===== config.mk =====
export PLATFORM = sky130hd
export DESIGN_NAME = memory_request
export DESIGN_NICKNAME = d
export VERILOG_FILES = /design/src/rtl/memory_request.sv
export SDC_FILE = /design/constraint.sdc
export NUM_CORES = 1
export LEC_CHECK = 0
export CORE_MARGIN = 3
export CORE_UTILIZATION = 39
export CTS_CLUSTER_DIAMETER = 80
export CTS_CLUSTER_SIZE = 12
export DETAILED_ROUTE_END_ITERATION = 8
export GPL_TIMING_DRIVEN = 0
export PLACE_DENSITY_LB_ADDON = 0.1
export SYNTH_ARGS = -nofsm -noshare
export SYNTH_HDL_FRONTEND = slang
export SYNTH_SLANG_ARGS = --single-unit

===== constraint.sdc =====
create_clock -name clk -period 3.1 [get_ports clk]
set_input_delay 0.465 -clock clk [delete_from_list [all_inputs] [get_ports clk]]
set_output_delay 0.465 -clock clk [all_outputs]
set_load 0.05 [all_outputs]

===== src/rtl/memory_request.sv =====
// Data-memory request unit: turns execute-stage load/store requests into a registered
// bus handshake and stalls the pipeline until ack. Optional timeout: MEMREQ_TIMEOUT_EN.
module memory_request #(
  parameter int TIMEOUT = 255
) (
  input  logic        clk,
  input  logic        rst,
  input  logic        mem_read,
  input  logic        mem_write,
  input  logic        load_byte,
  input  logic        store_byte,
  input  logic [31:0] address,
  input  logic [31:0] store_data,
  output logic [31:0] memory_value,
  output logic        stall,
  output logic        misaligned,
  output logic        bus_error,
  output logic [31:0] bus_addr,
  output logic [31:0] bus_wdata,
  output logic [3:0]  bus_byte_en,
  output logic        bus_read,
  output logic        bus_write,
  input  logic        bus_ack,
  input  logic [31:0] bus_rdata
);

  typedef enum logic [1:0] {IDLE, READ, WRITE, DONE} state_t;

  state_t      state;
  logic        byte_q;
  logic [1:0]  lane_q;
  logic        req;
  logic        req_byte;
  logic        mis_c;
  logic        busy;
  logic        timeout_hit;
  logic [7:0]  lane_data;

  // A store wins over a load, so its byte flag decides alignment.
  always_comb begin
    req      = mem_read | mem_write;
    req_byte = mem_write ? store_byte : load_byte;
    mis_c    = req && !req_byte && (address[1:0] != 2'b00);
    busy     = (state == READ) || (state == WRITE);
  end

  assign misaligned = (state == IDLE) && mis_c;
  assign stall      = (state == IDLE) ? (req && !mis_c) : busy;
  assign lane_data  = bus_rdata[{lane_q, 3'b000} +: 8];

`ifdef MEMREQ_TIMEOUT_EN
  localparam int CNT_W = ($clog2(TIMEOUT) > 8) ? $clog2(TIMEOUT) : 8;
  logic [CNT_W-1:0] cnt;

  assign timeout_hit = (cnt == CNT_W'(TIMEOUT - 1));

  // Held at zero outside a transaction so every READ/WRITE starts from a clean count.
  always_ff @(posedge clk or posedge rst) begin
    if (rst) begin
      cnt       <= '0;
      bus_error <= 1'b0;
    end else begin
      cnt       <= busy ? cnt + 1'b1 : '0;
      bus_error <= busy && !bus_ack && timeout_hit;
    end
  end
`else
  assign timeout_hit = 1'b0 && (TIMEOUT != 0);
  assign bus_error   = 1'b0;
`endif

  always_ff @(posedge clk or posedge rst) begin
    if (rst) begin
      state        <= IDLE;
      byte_q       <= 1'b0;
      lane_q       <= 2'b00;
      memory_value <= '0;
      bus_addr     <= '0;
      bus_wdata    <= '0;
      bus_byte_en  <= '0;
      bus_read     <= 1'b0;
      bus_write    <= 1'b0;
    end else begin
      case (state)
        IDLE: begin
          if (req && !mis_c) begin
            bus_addr <= {address[31:2], 2'b00};
            lane_q   <= address[1:0];
            byte_q   <= req_byte;
            if (mem_write) begin
              state       <= WRITE;
              bus_write   <= 1'b1;
              bus_byte_en <= store_byte ? (4'b0001 << address[1:0]) : 4'b1111;
              bus_wdata   <= store_byte ? {4{store_data[7:0]}} : store_data;
            end else begin
              state       <= READ;
              bus_read    <= 1'b1;
              bus_byte_en <= 4'b1111;
            end
          end
        end
        READ: begin
          if (bus_ack) begin
            state        <= DONE;
            bus_read     <= 1'b0;
            memory_value <= byte_q ? {24'b0, lane_data} : bus_rdata;
          end else if (timeout_hit) begin
            state        <= DONE;
            bus_read     <= 1'b0;
            memory_value <= '0;
          end
        end
        WRITE: begin
          if (bus_ack || timeout_hit) begin
            state     <= DONE;
            bus_write <= 1'b0;
          end
        end
        DONE:    state <= IDLE;
        default: state <= IDLE;
      endcase
    end
  end

endmodule

# After elaboration in Yosys (flattened, before gate mapping)
# Cells that the tools add are included.
# classes
n_eq_ne	9
shift	2
bitwise_logic	1
n_mux	17
n_reduce_logical	18
# op_table
cell	n
$mux 32	2
$shiftx 32x6->8	1
$mux 4	2
$ne 2x2->1 const B	4
$reduce_and 4->1	2
$mux 1	7
$mux 2	3
$pmux 2 s3	1
$reduce_and 2->1	3
$reduce_bool 2->1	3
$eq 2x2->1 const B	2
$logic_and 1x1->1	4
$ne 2x1->1 const B	2
$pmux 1 s2	2
$shl 1x2->4 const A	1
$reduce_and 3->1	1
$eq 2x1->1 const B	1
$logic_not 1->1	2
$logic_not 2->1	1
$reduce_or 2->1	1
$logic_or 1x1->1	1
$or 1x1->1	1
# word_totals
wordCells	56
in_bits	103
ff_bits	105

# Logic depth before layout (Yosys ltp)
# Gate-level depths: netlist (run 1).
# logic_depth
depth_word	8
ltp_mapped	7
depth_no_buf	5

# Worst setup path after synthesis (run 1)
# OpenSTA, ideal clock, no wires.
# synth_timing
path_type	reg-to-output
from	register state[0]
to	output port stall
n_path_buf	2
arrival_ps	1695
setup_slack_ps	940
required_ps	2635
stages_incl_launch_ff	8
cell_sequence	dfrtp_1 -> inv_1 -> ha_1 -> o21ai_0 -> a21oi_2 -> buf_6 -> buf_6 -> a21o_1
# synth_via
elab_chain_len	3
elab_cells_between_ends	5
# synth_lines
element	line_no	rtl
start: declaration	29	state_t state;
start signal: assignment	74	state <= IDLE;
start signal: assignment	91	state <= WRITE;
start signal: assignment	96	state <= READ;
$eq 2x1->1 or $eq 2x2->1 (tied branches)	44	busy = (state == READ) || (state == WRITE);
$logic_or 1x1->1	44	
$mux 1 (*)	48	assign stall = (state == IDLE) ? (req && !mis_c) : busy;
end: declaration	15	output logic stall,
# Mark *: on every way between the ends. The rest lies on a longest branch, timed or not.

# Final worst setup path (run 1)
# layout_timing
from	input port mem_write
to	output port misaligned
# layout_via
elab_chain_len	5
elab_cells_between_ends	6
# layout_lines
element	line_no	rtl
start: declaration	9	input logic mem_write,
$mux 1	42	req_byte = mem_write ? store_byte : load_byte;
$logic_not 1->1	43	mis_c = req && !req_byte && (address[1:0] != 2'b00);
$logic_and 1x1->1 (*) (2 in a row)	43	
$logic_and 1x1->1 (*)	47	assign misaligned = (state == IDLE) && mis_c;
end: declaration	16	output logic misaligned,
# Marked as above.

==> results of run 1 <==
[stage by stage]
step           cells  util (%)  hold WS [ps]  total power [mW]
5_1_grt          827      61.5           513              9.03
6_report         827      61.5           485              8.60
3_3_place_gp     810      58.8           463              7.41
2_1_floorplan    438         -           508              5.74
4_1_cts          827      61.5           489              8.67
3_5_place_dp     812      59.1           473              7.49
[report_power, final]
| group | switching, mW | internal, mW | total (mW) |
|---|---|---|---|
| Sequential | 0.321 | 1.99 | 2.31 |
| Clock | 0.497 | 0.664 | 1.16 |
| Combinational | 3.20 | 1.92 | 5.13 |
| Total | 4.02 | 4.57 | 8.60 |
[final cells by class]
| cell class | instances | area (µm²) | area share (%) |
|---|---|---|---|
| flip-flops and latches | 105 | 2630 | 35.3 |
| inverters | 33 | 128 | 1.71 |
| clock buffers | 12 | 256 | 3.44 |
| plain buffers | 30 | 155 | 2.08 |
| well taps | 168 | 210 | 2.82 |
| multi-input cells | 270 | 1960 | 26.3 |
| clock inverters | 3 | 40.0 | 0.537 |
| repair buffers | 206 | 2080 | 27.9 |
[registers in the layout (all words and copies together) (netlist names)]
| register | count |
|---|---|
| bus_addr | 30 |
| bus_byte_en | 4 |
| bus_read | 1 |
| bus_wdata | 32 |
| bus_write | 1 |
| byte_q | 1 |
| lane_q | 2 |
| memory_value | 32 |
| state | 2 |
[tightest hold or removal path, cell delays in order, from the launching register on]
cell and delay [ps]:
dfrtp_1 340, nand2_1 50, o21ai_0 60
[per-layer routing]
metal	up-vias	global-route usage, %
met5	-	0
met4	0	7.77
met3	22	5.57
met2	135	33.4
met1	1923	26.6
li1	1895	-
[cell families (layout without fill, tap and decap cells)]
group,count (synthesis),count (layout),share of synthesized area (%)
compound gates,87,87,9.95
fa+ha+maj,4,4,1.03
buf+inv,63,284,5.75
flops,105,105,54.1
mux,71,71,17.7
other cells,1,3,0.0772
simple gates,105,105,11.4
[timing repair]
| item | CTS | global route |
|---|---|---|
| endpoints found under the setup margin | 1 | 1 |
| gates resized for setup | 1 | 2 |
| endpoints found under the hold margin | 0 | 0 |
| gates cloned | 0 | 0 |
[path summary, 6_finish.rpt]
path / start / endpoint / slack (ps) / depth (start not counted)
worst max-delay path: mem_write / misaligned / 120 / 5
worst min-delay path: memory_value[1]$_DFFE_PP0P_ / memory_value[1]$_DFFE_PP0P_ / 480 / 2
worst max register to register: state[0]$_DFFE_PP0P_ / bus_addr[13]$_DFFE_PP0P_ / 1080 / 7
worst min register to register: memory_value[1]$_DFFE_PP0P_ / memory_value[1]$_DFFE_PP0P_ / 480 / 2
max in group asynchronous: rst / bus_addr[23]$_DFFE_PP0P_ / 1890 / 3
min in group asynchronous: rst / memory_value[17]$_DFFE_PP0P_ / 580 / 2
[cells in the final DEF (no fill, tap or decap), drive strengths merged, types with 2 or more instances in the layout]
master         Yosys  routed
clkdlybuf4s50      0     203
dfrtp            105     105
o21ai             69      69
mux2              69      69
nand2             42      42
inv               33      32
clkbuf            17      30
nand2b            26      26
nor2b             15      15
buf               13      15
and3               9       9
nor4               7       7
ha                 4       4
o211ai             3       3
conb               1       3
mux2i              2       2
o21a               2       2
clkinv             0       2
a21oi              2       2
==> summary.md, run 1 <==
| Metric | Value |
|---|---|
| Status | complete, no violations |
| Post-Synthesis Cells | 436 |
| Most frequent cell after synthesis | dfrtp_1 |
| Avg WL per Cell | 16.8 µm |
| Tmin final | 2980 ps |
| Largest net degree at the start of global routing | 41 |
| Final Hold Fails | 0 |
| Met3 Routed Length | 927 µm |
| Worst Hold Class | reg2reg |
| CTS tree | yes |
| Share of cells above drive strength 1 | 15.3% |
| Top Family by Delay on Critical Path | buffers and inverters |
| Die H | 118 µm |
| Mapped Area | 4860 µm² |
| Final setup violation count | 0 |
| Least-Margin Pin Slew | 710 ps |
| Library cells used by synthesis | 39 |
| Period utilization | 96.3% |
| Post-synth EDFFs | 0 |
| Wl on met1 | 6110 µm |
| Antenna Nets Post-Route | 0 |
| Port-buffer cells | 204 |
| Startpoint types | primary input |
| Routed WL | 13900 µm |
| Initial antenna violation count | 0 |
| Async S/R FF share, synth | 100% |
| Later-pin clock latency in the skew report | 350 ps |
| Core area | 12100 µm² |
| Mapped Avg Cell Area | 11.1 µm² |
| H-tree depth | 3 |
| Number of fillers in the final layout | 1041 |
| Placer congestion estimate | 0.824 |
| Vias in the first global route | 4305 |
| Post-CTS setup buffer count | 0 |
| Clk pin slew, worst setup/hold paths | 70 ps |
| Synthesis-to-finish area growth | 53.4% |
| Final instance area | 7450 µm² |
| Worst Skew | 10.1 ps |
| Root buf cell | clkbuf_16 |
| Data required, critical path | 2630 ps |
| DR iter-0 viols | 261 |
| Cts bufs inserted | 9 |
| Yosys top cell area share | 54.1% |
| Critical Path End Type | output pin |
| Drt first pass iters | 4 |
| Max Cap Violations | 0 |
| CTS Sinks | 105 |
| Worst VDD drop | 0.619 mV |
| Starting Density | 40.1% |
| CP arrival | 2520 ps |
| Seq cells post-synth | 105 |
| CP Buf/Inv Count | 3 |
| DP Area | 7160 µm² |
| Top routing layer in use | met4 |
| Number of synthesis warnings | 0 |
| Largest area contributor in the netlist | dfrtp_1 |
| # DRC | 0 |
| Final #Nets | 762 |
| Synth area leaders | dfrtp_1, mux2_2, o21ai_0 |
| Critical path's most frequent cell | clkdlybuf4s50_1 |
| RSZ-0062 raised after global routing | no |
| Via count | 3975 |
| Hold Buf Count CTS | 0 |
| Post-route setup slack | 116 ps |
| Gr usage total | 20.6% |
| Synth top cells by count | dfrtp_1, o21ai_0, mux2_2 |
| Critical path peak fanout | 10 |
| Slew Viols, Final | 0 |
| Post-Route Setup TNS | 0 ps |
| ANT cells | 0 |
| Worst path max stage delay | 840 ps |
| First-pass GRT wire length | 22800 µm |
| Drt via density | 4.81 |
| Prevailing post-synth register cell | dfrtp_1 |
| FP Rows | 40 |
| Crit-path cells | clkdlybuf4s50_1 > clkbuf_1 > o31ai_1 > and3_1 > clkdlybuf4s50_1 |
| Power Dens Cells | 1150 nW/µm² |
| Pre-CTS WS | -225 ps |
| CP Class | in2out |
| Leak pwr | 3.21 nW |
| Grt total ovfl | 0 |
| CP max-delay cell | clkdlybuf4s50_1 |
| Maximum clock rate | 335 MHz |
| Die width | 118 µm |
| Relative slew slack | 52.6% |
| DIE AREA | 13800 µm² |
| Routed wl met2 | 6570 µm |
| DPL Wire Length | 10500 µm |
| Num ports | 208 |
| Maximum clock path buffer count | 2 |
| Seq/Total Area, Yosys | 54.1% |
(Power assumes the default switching activity.)
==> run 2: changes to the inputs <==
--- a/config.mk
+++ b/config.mk
@@ -6,7 +6,7 @@
 export NUM_CORES = 1
 export LEC_CHECK = 0
 export CORE_MARGIN = 3
-export CORE_UTILIZATION = 39
+export CORE_UTILIZATION = 41
 export CTS_CLUSTER_DIAMETER = 80
 export CTS_CLUSTER_SIZE = 12
 export DETAILED_ROUTE_END_ITERATION = 8
==> constraint.sdc (replaced) <==
create_clock -name clk -period 3.7 [get_ports clk]
set_input_delay 0.555 -clock clk [delete_from_list [all_inputs] [get_ports clk]]
set_output_delay 0.555 -clock clk [all_outputs]
set_load 0.05 [all_outputs]
==> run 2 against run 1 <==
  * Combinational power shrank 16%
  * Register-to-register slack better by 600 ps
  * Routed wire length shrank 1.7%
  * Highest routed layer unchanged
  * Power fell by 16%
  * Sequential cell count did not move
  * Largest power group unchanged
  * Critical path type unchanged
  * Final area is 0.54% lower
  * Non-clock buffer count fell by 1
==> summary.md, run 2 (synthesis gave the netlist of run 1 again) <==
| Metric | Value |
|---|---|
| CTS tree | yes |
| Vias in the first global route | 4247 (-1.3%) |
| CP Class | in2out |
| Core Util, Final | 64.4% (+2.8 points) |
| Placer congestion estimate | 0.838 (+1.7%) |
| Tmin final | 3460 ps |
| RSZ-0062 raised after global routing | no |
| Worst Skew | 7.56 ps (-2.55 ps) |
| Clk pin slew, worst setup/hold paths | 60 ps (about the same) |
| Maximum clock path buffer count | 2 (unchanged) |
| Worst VDD drop | 0.649 mV (+4.9%) |
| Root buf cell | clkbuf_16 |
| Share of cells above drive strength 1 | 15.3% (unchanged) |
| Via count | 4054 (+2.0%) |
| Num ports | 208 (unchanged) |
| CP max-delay cell | clkdlybuf4s50_1 |
| Worst Hold Class | reg2reg |
| # DRC | 0 (unchanged) |
| ANT cells | 0 (unchanged) |
| RR Endpoint | bus_addr[19]$_DFFE_PP0P_ |
| Hold path cells | 2 (unchanged) |
| Die width | 115 µm (-2.3%) |
| Drt via density | 5.05 (+5.2%) |
| Later-pin clock latency in the skew report | 350 ps (about the same) |
| DR iter-0 viols | 225 (-14%) |
| Port-buffer cells | 204 (unchanged) |
| Multi-input logic area | 1960 µm² (unchanged) |
| Critical Path End Type | output pin |
| Psw | 3.39 mW (-16%) |
| Flop pwr share | 26.9% (about the same) |
| Hold_sp | memory_value[27]$_DFFE_PP0P_ |
| Power Dens Cells | 972 nW/µm² (-16%) |
| Critical path peak fanout | 10 (unchanged) |
| Worst path max stage delay | 810 ps (-30 ps) |
| R2R cell count | 7 (unchanged) |
| Period utilization | 93.4% |
| FF/Latch Area | 2630 µm² (unchanged) |
| Largest net degree at the start of global routing | 64 (+56%) |
| DIE AREA | 13200 µm² (-4.6%) |
| Core area | 11500 µm² (-4.9%) |
| Grt total ovfl | 0 (unchanged) |
| Avg WL per Cell | 17.0 µm (+1.3%) |
| Cts bufs inserted | 9 (unchanged) |
| Hold slack | 480 ps (-5.14 ps) |
| First-pass GRT wire length | 21500 µm (-5.7%) |
| Post-CTS setup buffer count | 0 (unchanged) |
| Leak pwr | 3.20 nW (-0.41%) |
| Data required, critical path | 3140 ps (+510 ps) |
| Cell-internal power | 3.81 mW (-17%) |
| Status | complete, no violations |
| Switching share of power | 47.1% (+0.33 points) |
| Startpoint types | primary input |
| Die H | 115 µm (-2.3%) |
| Most frequent cells in the layout | clkdlybuf4s50_1, dfrtp_1, o21ai_0 |
| Largest regs | bus_wdata (32), memory_value (32), bus_addr (30) |
| Gr usage total | 21.0% (+0.35 points) |
| Clk network pwr share | 13.3% (-0.2 points) |
| CTS Sinks | 105 (unchanged) |
| Worst Hold Endpoint | memory_value[27]$_DFFE_PP0P_ |
| Drt first pass iters | 4 (unchanged) |
| DPL Wire Length | 10400 µm (-0.91%) |
| Final Hold Fails | 0 (unchanged) |
| CP arrival | 2900 ps (+380 ps) |
| Crit-path cells | clkdlybuf4s50_1 > or2_0 > a21oi_2 > buf_6 > buf_6 > a21o_1 > clkdlybuf4s50_1 |
| Antenna Nets Post-Route | 0 (unchanged) |
| Starting Density | 42.2% (+2.1 points) |
| Final #Nets | 761 (-0.13%) |
| Relative slew slack | 60.4% (+7.9 points) |
| Slew Viols, Final | 0 (unchanged) |
| Post-Route Setup TNS | 0 ps (unchanged) |
| Combinational power share | 59.8% (+0.2 points) |
| Routed WL | 13700 µm (-1.7%) |
| H-tree depth | 3 (unchanged) |
| CTS resizes | 0 (-1) |
| Tot Pwr | 7.20 mW (-16%) |
| Initial antenna violation count | 0 (unchanged) |
| Hold Buf Count CTS | 0 (unchanged) |
| Maximum clock rate | 289 MHz |
| Commonest non-fill, non-tap cell in the layout | clkdlybuf4s50_1 |
| FP Rows | 39 (-2.5%) |
| Worst flop-to-flop path startpoint | state[0]$_DFFE_PP0P_ |
| R2r setup slk | 1680 ps (+600 ps) |
| Final setup violation count | 0 (unchanged) |
| Number of fillers in the final layout | 955 (-8.3%) |
| Max Cap Violations | 0 (unchanged) |
| Least-Margin Pin Slew | 593 ps (-117 ps) |
| Synthesis-to-finish area growth | 52.6% |
==> run 2: area by class of cell <==
cell class,count,share of cell area (%)
Sequential cell,105,35.5
Clock inverter,7,0.962
Tap cell,143,2.41
Timing Repair Buffer,205,27.9
Clock buffer,9,3.04
Multi-Input combinational cell,270,26.4
Buffer,30,2.09
Inverter,33,1.71
==> run 2: layer usage <==
layer | vias up | GRT usage, % | part of all wire (%)
li1 | 1897 | - | -
met1 | 1975 | 26.4 | 41
met2 | 164 | 33.5 | 48
met3 | 18 | 7.68 | 9.0
met4 | 0 | 7.36 | 1.9
met5 | - | 0 | 0
==> run 2: power by group through the flow <==
| stage | combinational (mW) | sequential [mW] | clock [mW] |
|---|---|---|---|
| after floorplan | 1.18 | 3.63 | 0 |
| after global placement | 4.27 | 1.93 | 0 |
| after detailed placement | 4.33 | 1.95 | 0 |
| after CTS | 4.34 | 1.94 | 0.987 |
| after global routing | 4.53 | 2.01 | 1.03 |
| final | 4.31 | 1.94 | 0.959 |
==> run 2: stage by stage <==
step	std cells	cell area [µm²]	setup slack, ps
2_1_floorplan	438	4860	384
3_3_place_gp	785	7080	-1230
3_5_place_dp	786	7110	268
4_1_cts	802	7410	255
5_1_grt	802	7410	85.2
6_report	802	7410	244
==> run 2: worst max-delay path by stage <==
stage / startpoint / to
final: address[0] / stall
after global routing: state[1]$_DFFE_PP0P_ / stall
after global placement: rst / bus_wdata[15]$_DFFE_PP0P_
after floorplan: rst / bus_addr[10]$_DFFE_PP0P_
after CTS: address[0] / stall
after detailed placement: address[0] / stall
==> run 2: worst max-delay path, delay by kind of cell <==
kind / cells / cell delay, ps
AO/OA/AOI/OAI: 2 / 300
buffers and inverters: 4 / 1670
AND/OR/NAND/NOR: 1 / 370
==> run 3: changes to the inputs <==
--- a/config.mk
+++ b/config.mk
@@ -12,6 +12,7 @@
 export DETAILED_ROUTE_END_ITERATION = 8
 export GPL_TIMING_DRIVEN = 0
 export PLACE_DENSITY_LB_ADDON = 0.1
+export SKIP_LAST_GASP = 1
 export SYNTH_ARGS = -nofsm -noshare
 export SYNTH_HDL_FRONTEND = slang
 export SYNTH_SLANG_ARGS = --single-unit
==> results of run 3 <==
Final layout, timing and power as in run 2 (identical DEF).
==> edit 1 (flow settings as in run 1) <==
Encoding of `state_t`: now Gray code (2 bits for 4 states).
--- a/src/rtl/memory_request.sv
+++ b/src/rtl/memory_request.sv
@@ -24,7 +24,7 @@
   input  logic [31:0] bus_rdata
 );
 
-  typedef enum logic [1:0] {IDLE, READ, WRITE, DONE} state_t;
+  typedef enum logic [1:0] {IDLE = 2'b00, READ = 2'b01, WRITE = 2'b11, DONE = 2'b10} state_t;
 
   state_t      state;
   logic        byte_q;
Behaviour: same outputs for any inputs over 4 cycles, from zero or initial values and one cycle with rst high; so few cycles prove little.
==> edit 1 against run 1 <==
- worst hold slack worse by 0.0081 ns
- first-iteration DRC count down 27%
- wire length down 6.0%
- area after synthesis down 6.2%
- sequential cell count unchanged
- non-clock buffer count up 1
- via count down 1.9%
- core utilization up 2.2 points
- setup slack worse by 0.027 ns
- cell count down 5.1%
- design area down 4.8%
- total power down 4.5%
- clock power down 8%
- critical path depth unchanged
==> edit 1: results (changes against run 1) <==
status completed (unchanged); placed cells 769 (was 812); FILL cells 919 (was 1041); dominant cells by area after synthesis dfrtp_1 (58%), mux2_2 (8.9%), nand2_1 (6.2%) (was dfrtp_1 (54%), mux2_2 (12%), o21ai_0 (6.9%)); fraction of area in multi-input gates 0.240 (was 0.263); Syn Std Cell Area 4560 µm² (was 4860 µm²); first-pass GRT wire length 20900 µm (was 22800 µm); Synth Area in Adders 0 (was 0.0103); post-synthesis sequential area ratio 0.577 (was 0.541); Worst Skew 0.00240 ns (was 0.0101 ns); Nets 743 (was 762); Crit Reg-Reg Endpoint bus_wdata[9] (was bus_addr[13]); mux cell area share after synthesis 0.158 (was 0.177); sequential portion of the cell area 0.371 (was 0.353); Worst R2R Path Depth 6 (was 7); vias in the first global route 3926 (was 4305); Hold Path Class reg2reg (unchanged); Non-clock buffering overhead 0.315 (was 0.300); post-synth cell types 28 (was 39); gpl congestion 0.910 (was 0.824); Routed wire per std cell 16.6 µm (was 16.8 µm); Finished Layout Cells 785 (was 827); FF+latch count, synth 105 (unchanged); Multi-In Gates 269 (was 270); Synth Area in Compound Gates 0.120 (was 0.0995); gr usage total 0.206 (about the same); Worst path max stage delay 0.82 ns (was 0.84 ns); Non-clock buffers 237 (was 236); number of gates resized after CTS 0 (was 1); layout clock buffer count 14 (was 12); vias per cell 4.97 (was 4.81); Pre-antenna DRT Iters 4 (unchanged); Post-DP HPWL 10100 µm (was 10500 µm); Worst R2R Setup Slack 0.97 ns (was 1.08 ns); initial DRC count 190 (was 261); Post-Syn Area per Cell 10.8 µm² (was 11.1 µm²); Buffers on Ports 203 (was 204); critical path arrival 2.55 ns (was 2.52 ns); DP Area 6820 µm² (was 7160 µm²); antenna cells 0 (unchanged); min cycle time layout 3.01 ns (was 2.98 ns); VDD IR max 677 µV (was 619 µV); worst hold slack 0.477 ns (was 0.485 ns); pre-CTS setup slack 0.0845 ns (was -0.225 ns); Lkg Pwr 3.08 nW (was 3.21 nW); largest net degree at the start of global routing 43 (was 41); Commonest cells post-synth dfrtp_1 (105), nand2_1 (75), o21ai_0 (53) (was dfrtp_1 (105), o21ai_0 (67), mux2_2 (52)); Final clock-cell share 0.0390 (was 0.0398); worst slew pin tran 0.787 ns (was 0.710 ns); Inverters 18 (was 33); Hold EP memory_value[15] (was memory_value[1]); fraction of layout cells with a size suffix above 1 0.101 (was 0.153)
==> edit 1: cell types whose count changed after synthesis, sizes merged, moves of 13 or more <==
cell	run 1	this run
inv	33	18
mux2i	2	27
mux2	69	40
nand2	42	75
nor2	1	14
o22ai	1	14
o21ai	69	53
nor2b	15	1
nand2b	26	6
==> edit 1: power by group <==
group / internal, W / switching [W] / leakage, nW
registers: 0.00198 / 0.000313 / 1.29
logic: 0.00167 / 0.00317 / 1.66
clock network: 0.000588 / 0.000483 / 0.133
total: 0.00424 / 0.00396 / 3.08
==> edit 1: routing by layer <==
metal	GRT usage	part of all wire	up-vias
met1	0.249	0.40	1872
li1	-	-	1869
met2	0.338	0.49	140
met3	0.0867	0.10	18
met5	0	0	-
met4	0.0594	0.015	0
==> edit 1: worst max-delay path by stage <==
stage | start | endpoint
2_1_floorplan | store_byte | misaligned
3_3_place_gp | address[0] | stall
3_5_place_dp | address[1] | stall
4_1_cts | address[1] | stall
5_1_grt | address[1] | stall
6_report | address[1] | stall
==> edit 2 (flow settings as in run 1) <==
Made on the original files. The option `MEMREQ_TIMEOUT_EN` is turned on by a define.
--- a/src/rtl/memory_request.sv
+++ b/src/rtl/memory_request.sv
@@ -1,5 +1,7 @@
 // Data-memory request unit: turns execute-stage load/store requests into a registered
 // bus handshake and stalls the pipeline until ack. Optional timeout: MEMREQ_TIMEOUT_EN.
+`define MEMREQ_TIMEOUT_EN
+
 module memory_request #(
   parameter int TIMEOUT = 255
 ) (
Behaviour: no difference found for any inputs over 4 cycles, from zero or initial values and one cycle with rst high; that may be too few to reach the edited logic, so the function may still have changed.
==> edit 2 against run 1 <==
- sequential power grew 11%
- sequential cell count up 9
- highest routed layer unchanged
- critical path type is now reg2out
- combinational power increased by 7.4%
- wire length increased by 11%
- design area increased by 11%
- area after synthesis grew 8.4%
- setup slack better by 0.18 ns
- largest cell class unchanged
- total power grew 21%
==> edit 2: results (changes against run 1) <==
status completed (unchanged); CTS H-Tree Depth 4 (was 3); Routed wire per std cell 18.3 µm (was 16.8 µm); critical path startpoint state[0] (was mem_write); Clock Pin Slew Worst Setup and Hold Paths 0.05 ns (was 0.07 ns); initial DRC count 231 (was 261); post-synthesis sequential area ratio 0.542 (was 0.541); grt met1 use 0.253 (was 0.266); WL met3 1360 µm (was 927 µm); worst setup path endpoint stall (was misaligned); Finished Layout Cells 847 (was 827); Slew Limit Headroom 0.557 (was 0.526); post-synthesis xor/xnor area fraction 0.00666 (was 0); Lkg Pwr 3.83 nW (was 3.21 nW); critical path's slowest cell dfrtp_1 (was clkdlybuf4s50_1); CTS Buf Count 17 (was 9); metal2 WL 7750 µm (was 6570 µm); Worst R2R Path Depth 8 (was 7); Hold EP memory_value[26] (was memory_value[1]); WHS Path Cells 1 (was 2); post-synth cell types 48 (was 39); VDD IR max 707 µV (was 619 µV); Clock Latency Late Sink 0.41 ns (was 0.35 ns); mux cell area share after synthesis 0.154 (was 0.177); worst hold slack 0.472 ns (was 0.485 ns); Worst path max stage delay 0.39 ns (was 0.84 ns); largest net degree at the start of global routing 37 (was 41); hold_sp memory_value[26] (was memory_value[1]); Sw Ratio 0.438 (was 0.468); Synth Area in Adders 0.0119 (was 0.0103); critical path arrival 2.34 ns (was 2.52 ns); fraction of layout cells with a size suffix above 1 0.153 (about the same); share of the synthesized area in the top cell type 0.542 (was 0.541); Crit Reg-Reg Endpoint bus_addr[10] (was bus_addr[13]); met2 Use GR 0.361 (was 0.334); vias in the first global route 4639 (was 4305); vias post-DR 4292 (was 3975); pre-CTS setup slack -0.258 ns (was -0.225 ns); Post-DP HPWL 11800 µm (was 10500 µm); Buffers on Ports 203 (was 204); gpl congestion 0.868 (was 0.824); part of the power in registers 0.248 (was 0.269); Synth Area in Compound Gates 0.131 (was 0.0995); Met1 Wirelength 6130 µm (was 6110 µm); combinational fraction of design power 0.532 (was 0.596)
-- edit 2: cell types whose count changed in the layout (fill, tap and decap cells not counted), sizes merged, moves of 10 or more --
cell / before / now
nor2b: 15 / 3
and4b: 0 / 24
nand2: 42 / 29
inv: 32 / 9
o21ai: 69 / 32
mux2i: 2 / 27
a21o: 1 / 26
nand2b: 26 / 13
nand3: 0 / 10
mux2: 69 / 43
-- edit 2: cells by family after synthesis --
logic type | count (synthesis)
buffers and inverters | 45
flip-flops | 114
XOR/XNOR | 4
AO/OA/AOI/OAI | 101
multiplexers | 70
adder cells (fa/ha/maj) | 5
other | 1
AND/OR/NAND/NOR | 96
-- edit 2: critical path, delay by kind of cell, from the launching register on --
| family | cells | cell delay, ns |
|---|---|---|
| buffers and inverters | 5 | 0.97 |
| adders and majority gates | 1 | 0.18 |
| AOI/OAI and AO/OA | 2 | 0.26 |
| DFF | 1 | 0.39 |
| and+or+nand+nor | 1 | 0.11 |
-- edit 2: what timing repair did --
| action | in CTS | in global routing |
|---|---|---|
| gates resized for setup | 2 | 2 |
| endpoints found under the setup margin | 1 | 2 |
| hold endpoints to repair | 0 | 0 |
| setup buffers | 0 | 0 |
-- edit 2: layout make-up --
cell class              count  share of cell area
flip-flops and latches    114               0.345
plain buffers              35              0.0216
multi-input cells         278               0.266
well taps                 172              0.0260
repair buffers            206               0.253
clock inverters             9              0.0239
inverters                  10             0.00499
clock buffers              23              0.0602
-- edit 2: stage by stage --
stage	total power (W)	instance area, µm²
5_1_grt	0.0109	8270
3_5_place_dp	0.00813	7580
2_1_floorplan	0.00621	5270
4_1_cts	0.0105	8270
6_report	0.0104	8270
3_3_place_gp	0.00803	7520
